===== src/rtl/run_ctrl_pkg.sv =====
// Shared types and width helpers for the run controller.
// No logic of its own; imported by the sequencer and its release sub-block.
// No flow control.
package run_ctrl_pkg;

    // Top-level sequencer phases: idle, global reset hold, staggered release, run, done.
    typedef enum logic [2:0] {
        IDLE    = 3'd0,
        HOLD    = 3'd1,
        RELEASE = 3'd2,
        RUN     = 3'd3,
        FINISH  = 3'd4
    } state_t;

    // Width needed to hold the values 0..max. Never returns less than 1 bit.
    function automatic int cnt_w(input int max);
        return (max < 1) ? 1 : $clog2(max + 1);
    endfunction

endpackage


===== src/rtl/run_ctrl_sequencer_stagger_release.sv =====
// Staggered reset release: phase counter plus per-channel compare driving registered resets.
// Latency: channel k deasserts RESET_CYCLES + k*STAGGER edges after the start strobe.
// No backpressure; counts only while i_active, holds otherwise.
module stagger_release
    import run_ctrl_pkg::*;
#(
    parameter int N_CH         = 3,
    parameter int RESET_CYCLES = 4,
    parameter int STAGGER      = 2
) (
    input  logic            i_clk,
    input  logic            i_reset,
    input  logic            i_start,
    input  logic            i_active,
    output logic [N_CH-1:0] o_reset,
    output logic            o_first,
    output logic            o_last
);

    // Phase at which the last channel is released; the counter never passes it.
    localparam int PH_MAX = RESET_CYCLES + (N_CH - 1) * STAGGER;
    localparam int PH_W   = cnt_w(PH_MAX);

    logic [PH_W-1:0] phase_q, phase_d;
    logic [N_CH-1:0] rst_q, rst_d;
    int              next_ph;

    // Phase the counter will hold after the coming edge, evaluated in full int width.
    assign next_ph = int'(phase_q) + 1;

    // The coming edge releases channel 0 / the last channel (the FSM keys its transitions off these).
    assign o_first = i_active && (next_ph == RESET_CYCLES);
    assign o_last  = i_active && (next_ph == PH_MAX);

    // Start rearms every channel; while active each channel drops once its release phase is reached.
    always_comb begin
        phase_d = phase_q;
        rst_d   = rst_q;
        if (i_start) begin
            phase_d = '0;
            rst_d   = '1;
        end else if (i_active) begin
            phase_d = PH_W'(next_ph);
            for (int k = 0; k < N_CH; k++) begin
                if (next_ph >= RESET_CYCLES + k * STAGGER) begin
                    rst_d[k] = 1'b0;
                end
            end
        end
    end

    // Registered phase and reset vector; reset asserts every channel.
    always_ff @(posedge i_clk) begin
        if (i_reset) begin
            phase_q <= '0;
            rst_q   <= '1;
        end else begin
            phase_q <= phase_d;
            rst_q   <= rst_d;
        end
    end

    assign o_reset = rst_q;

endmodule


===== src/rtl/run_ctrl_sequencer.sv =====
// Run controller: reset hold, staggered per-channel release, run-cycle count, done/timeout finish.
// Latency: start accepted on its edge; first release RESET_CYCLES edges later; all outputs registered.
// No backpressure; optional RUN_CTRL_PAUSE_EN adds i_pause to freeze the run counter.
module run_ctrl_sequencer
    import run_ctrl_pkg::*;
#(
    parameter int N_CH           = 3,
    parameter int RESET_CYCLES   = 4,
    parameter int STAGGER        = 2,
    parameter int TIMEOUT_CYCLES = 40,
    localparam int CYC_W         = cnt_w(TIMEOUT_CYCLES)
) (
    input  logic             i_clk,
    input  logic             i_reset,
    input  logic             i_start,
    input  logic [N_CH-1:0]  i_done,
`ifdef RUN_CTRL_PAUSE_EN
    input  logic             i_pause,
`endif
    output logic [N_CH-1:0]  o_reset,
    output logic             o_running,
    output logic             o_finished,
    output logic             o_timeout,
    output logic [CYC_W-1:0] o_cycles
);

    state_t           state_q, state_d;
    logic [CYC_W-1:0] cycles_q, cycles_d;
    logic [N_CH-1:0]  sticky_q, sticky_d;
    logic             timeout_q, timeout_d;
    logic             start_go;
    logic             active;
    logic             rel_first;
    logic             rel_last;
    logic             done_all;
    logic             pause;

`ifdef RUN_CTRL_PAUSE_EN
    assign pause = i_pause;
`else
    assign pause = 1'b0;
`endif

    // Start is only honoured from IDLE or FINISH; the release block counts during HOLD and RELEASE.
    assign start_go = i_start && ((state_q == IDLE) || (state_q == FINISH));
    assign active   = (state_q == HOLD) || (state_q == RELEASE);
    // Current-cycle done flags count together with those already captured.
    assign done_all = &(sticky_q | i_done);

    stagger_release #(
        .N_CH         (N_CH),
        .RESET_CYCLES (RESET_CYCLES),
        .STAGGER      (STAGGER)
    ) u_release (
        .i_clk    (i_clk),
        .i_reset  (i_reset),
        .i_start  (start_go),
        .i_active (active),
        .o_reset  (o_reset),
        .o_first  (rel_first),
        .o_last   (rel_last)
    );

    // Sequencer next state: done beats timeout, pause freezes the counter but not done capture.
    always_comb begin
        state_d   = state_q;
        cycles_d  = cycles_q;
        sticky_d  = sticky_q;
        timeout_d = timeout_q;
        case (state_q)
            IDLE, FINISH: begin
                if (start_go) begin
                    state_d   = HOLD;
                    cycles_d  = '0;
                    sticky_d  = '0;
                    timeout_d = 1'b0;
                end
            end
            HOLD: begin
                if (rel_first) begin
                    state_d = rel_last ? RUN : RELEASE;
                end
            end
            RELEASE: begin
                if (rel_last) begin
                    state_d = RUN;
                end
            end
            RUN: begin
                sticky_d = sticky_q | i_done;
                if (done_all) begin
                    state_d   = FINISH;
                    timeout_d = 1'b0;
                end else if (!pause) begin
                    if (cycles_q == CYC_W'(TIMEOUT_CYCLES - 1)) begin
                        state_d   = FINISH;
                        timeout_d = 1'b1;
                    end else begin
                        cycles_d = cycles_q + CYC_W'(1);
                    end
                end
            end
            default: begin
                state_d = IDLE;
            end
        endcase
    end

    // Sequencer registers; reset aborts any run and clears all status.
    always_ff @(posedge i_clk) begin
        if (i_reset) begin
            state_q   <= IDLE;
            cycles_q  <= '0;
            sticky_q  <= '0;
            timeout_q <= 1'b0;
        end else begin
            state_q   <= state_d;
            cycles_q  <= cycles_d;
            sticky_q  <= sticky_d;
            timeout_q <= timeout_d;
        end
    end

    assign o_running  = (state_q == RUN);
    assign o_finished = (state_q == FINISH);
    assign o_timeout  = timeout_q;
    assign o_cycles   = cycles_q;

endmodule


===== config.mk =====
export PLATFORM = sky130hd
export DESIGN_NAME = run_ctrl_sequencer
export DESIGN_NICKNAME = d
export VERILOG_FILES = /design/src/rtl/run_ctrl_pkg.sv /design/src/rtl/run_ctrl_sequencer_stagger_release.sv /design/src/rtl/run_ctrl_sequencer.sv
export SDC_FILE = /design/constraint.sdc
export NUM_CORES = 1
export LEC_CHECK = 0
export CAP_MARGIN = 20
export CORE_UTILIZATION = 35
export DETAILED_ROUTE_END_ITERATION = 16
export GPL_TIMING_DRIVEN = 0
export PLACE_DENSITY = 0.64
export SYNTH_ARGS = -nofsm -noshare
export SYNTH_HDL_FRONTEND = slang
export SYNTH_HIERARCHICAL = 1
export SYNTH_SLANG_ARGS = --single-unit

===== constraint.sdc =====
create_clock -name i_clk -period 4.56 [get_ports i_clk]
set_input_delay 0.912 -clock i_clk [delete_from_list [all_inputs] [get_ports i_clk]]
set_output_delay 0.912 -clock i_clk [all_outputs]
set_load 0.1 [all_outputs]

==> flow_summary.ini <==
[outcome]
status = finished, final reports clean

[synth]
postSynthCellCount = 132
synth_area_leaders = dfxtp_1 (35%), nor2_1 (4.9%), a21oi_1 (3.9%)
yosys_most_used_dff = dfxtp_1
synth_top_area_share_pct = 34.63
ys_top_cells_by_count = dfxtp_1 (20), nor2_1 (15), a21oi_1 (9), nand3_1 (7)
yosysMostFrequentCell = dfxtp_1
syn_nets = 141
syn_area_per_cell_um2 = 8.758
yosysWarnings = 6
postSynth.asyncResetShare_pct = 0
synth_edf_count = 0
synth_cell_types = 52
synth-seq-cells = 20
synth_area_leader_cell = dfxtp_1
synthesis.area_um2 = 1156
ys_seq_area_share_pct = 34.63

[floorplan]
ioPinCount = 18
core_area_um2 = 3103
fp-row-count = 20
die_w_um = 59.48
die_h_um = 59.48
die-area_um2 = 3537
initial_core_util_pct = 37.26

[min_path]
hold_path.class = flop to flop

[drt]
routed_wl_mm = 2.424
wl_per_cell_um = 12.37
vias = 1010
detail-route-antenna-nets = 0
drc_errors = 0
firstDrtPassIters = 4
vias_per_cell = 5.153
dr.first_iter.drc_count = 58

[pwr]
seq_power_share_pct = 35.7
p_per_area_nw_per_um2 = 426.3
pwr-share-comb_pct = 50.4
power_mw = 0.5985
switching_share_pct = 42.00
p_int_mw = 0.3471
ir_drop_uv = 172.5
clockPowerShare_pct = 13.9
leakagePower_nw = 0.5020
switchingPower_mw = 0.2514

[layout]
design_area_um2 = 1404
areaGrowthSynthToFinish_pct = 21.43
antennaDiodeCount = 0
fin_cells = 196
fillerInstances = 343
drive_gt1_share_pct = 13.16
final_nets = 163

[worst_setup_path]
worstPathArrival_ps = 2330
required_ps = 3650
crit_type = flop to primary output
cp-end-kind = primary output
crit_fanout = 10
startpoint_type = flop

[cts]
cts_root_buf = clkbuf_4
cts-resized-gates = 0
hold_buffers = 0
cts.sinks = 20
cts_made_buffers = 3
clock_latency_ps = 300
h-tree-depth = 1
postCtsSetupRepairBufs = 0
clk_pin_slew_worst_paths_ps = 100
cts_tree = done
clockBufferDepth = 2

[global_route]
track_usage_pct = 16.14
grt-ovfl-total = 0
first_global_vias = 1058
antenna_found_initial = 0
grt_max_degree = 11
grt_pass1_wl_mm = 4.416

[timing]
setup_tns_ps = 0
fin_skew_ps = 8.572
setup_violations = 0
slew_headroom_pct = 35.08
finalCritPeriodShare_pct = 71.01
holdWs_ps = 461.1
report.final.slew_viol_count = 0
period_minus_slack_ps = 3238
hold_viol = 0
max_freq_mhz = 308.8
tightest_slew_ps = 970.7
rsz0062_at_grt = false

[placed_design]
post_dp_cell_area_um2 = 1381
hpwl_mm = 1.745
place.gp.congestion = 0.8398
dp_cells = 193
io_buffer_count = 17

[flow_run]
drv_cap = 0
logic make-up after synthesis:
group / Yosys count / share of synthesized area [%]
flip-flops: 20 / 34.63
multiplexers: 2 / 2.164
adder cells (fa/ha/maj): 3 / 3.247
AO/OA/AOI/OAI: 38 / 24.46
AND/OR/NAND/NOR: 53 / 25.54
buffers and inverters: 11 / 5.519
XOR/XNOR: 5 / 4.438
per-stage QoR:
| stage | worst slack, ps | utilization (%) |
|---|---|---|
| 2_1_floorplan | 2308 | - |
| 3_3_place_gp | 1654 | 44.52 |
| 3_5_place_dp | 1653 | 44.52 |
| 4_1_cts | 1309 | 45.24 |
| 5_1_grt | 1198 | 45.24 |
| 6_report | 1322 | 45.24 |
registers in the layout, indices dropped and copies added, names as in the netlist:
signal and flops:
state_q 3, sticky_q 3, o_cycles 6, u_release/o_reset 3, u_release/phase_q 4, o_timeout 1
cell usage in the layout (no fill, tap or decap), drive strengths merged, types with 2 or more instances in the layout:
cell type,n
a22oi,3
xor2,3
or3,3
dfxtp,20
ha,3
nand2b,3
inv,4
buf,4
a211oi,2
nor3,3
nor2,15
o211ai,4
or3b,2
xnor2,2
clkbuf,6
a21o,2
a21oi,11
nand2,5
and2,3
o21ai,6
nand4,3
nand3,8
a31o,2
clkdlybuf4s50,17
or2,2
path summary, 6_finish.rpt:
path              cells past startpoint  slack, ps                 start                   end
setup / recovery                      3       1320            state_q[2]             o_running
hold / removal                        1        460  u_release/o_reset[2]  u_release/o_reset[2]
setup reg to reg                      8       2260  u_release/phase_q[0]            state_q[1]
hold reg to reg                       1        460  u_release/o_reset[2]  u_release/o_reset[2]
final cells by class:
class | instances | area [um^2] | share of cell area, %
repair buffers | 17 | 170.2 | 12.12
clock buffers | 3 | 22.52 | 1.604
inverters | 4 | 15.01 | 1.070
flip-flops and latches | 20 | 400.4 | 28.52
multi-input cells | 101 | 691.9 | 49.29
well taps | 44 | 55.05 | 3.922
plain buffers | 7 | 48.80 | 3.476
layer usage:
layer	global-route usage, %	share of wire (%)
met5	0	0
met3	3.930	3.2
met1	19.23	47
met2	27.77	49
met4	6.122	0.50
worst max-delay path, cell delays in order, from the launching register on:
cell and delay, ps:
dfxtp_1 390, nand3b_2 300, inv_2 180, clkdlybuf4s50_1 1160
power by group through the flow:
stage / clock network [mW] / registers [mW] / logic [mW]
2_1_floorplan: 0 / 0.221 / 0.240
3_3_place_gp: 0 / 0.217 / 0.296
4_1_cts: 0.0882 / 0.214 / 0.302
5_1_grt: 0.0958 / 0.217 / 0.329
3_5_place_dp: 0 / 0.218 / 0.300
6_report: 0.0832 / 0.214 / 0.301
No activity file was read; power rests on OpenSTA's default activity.
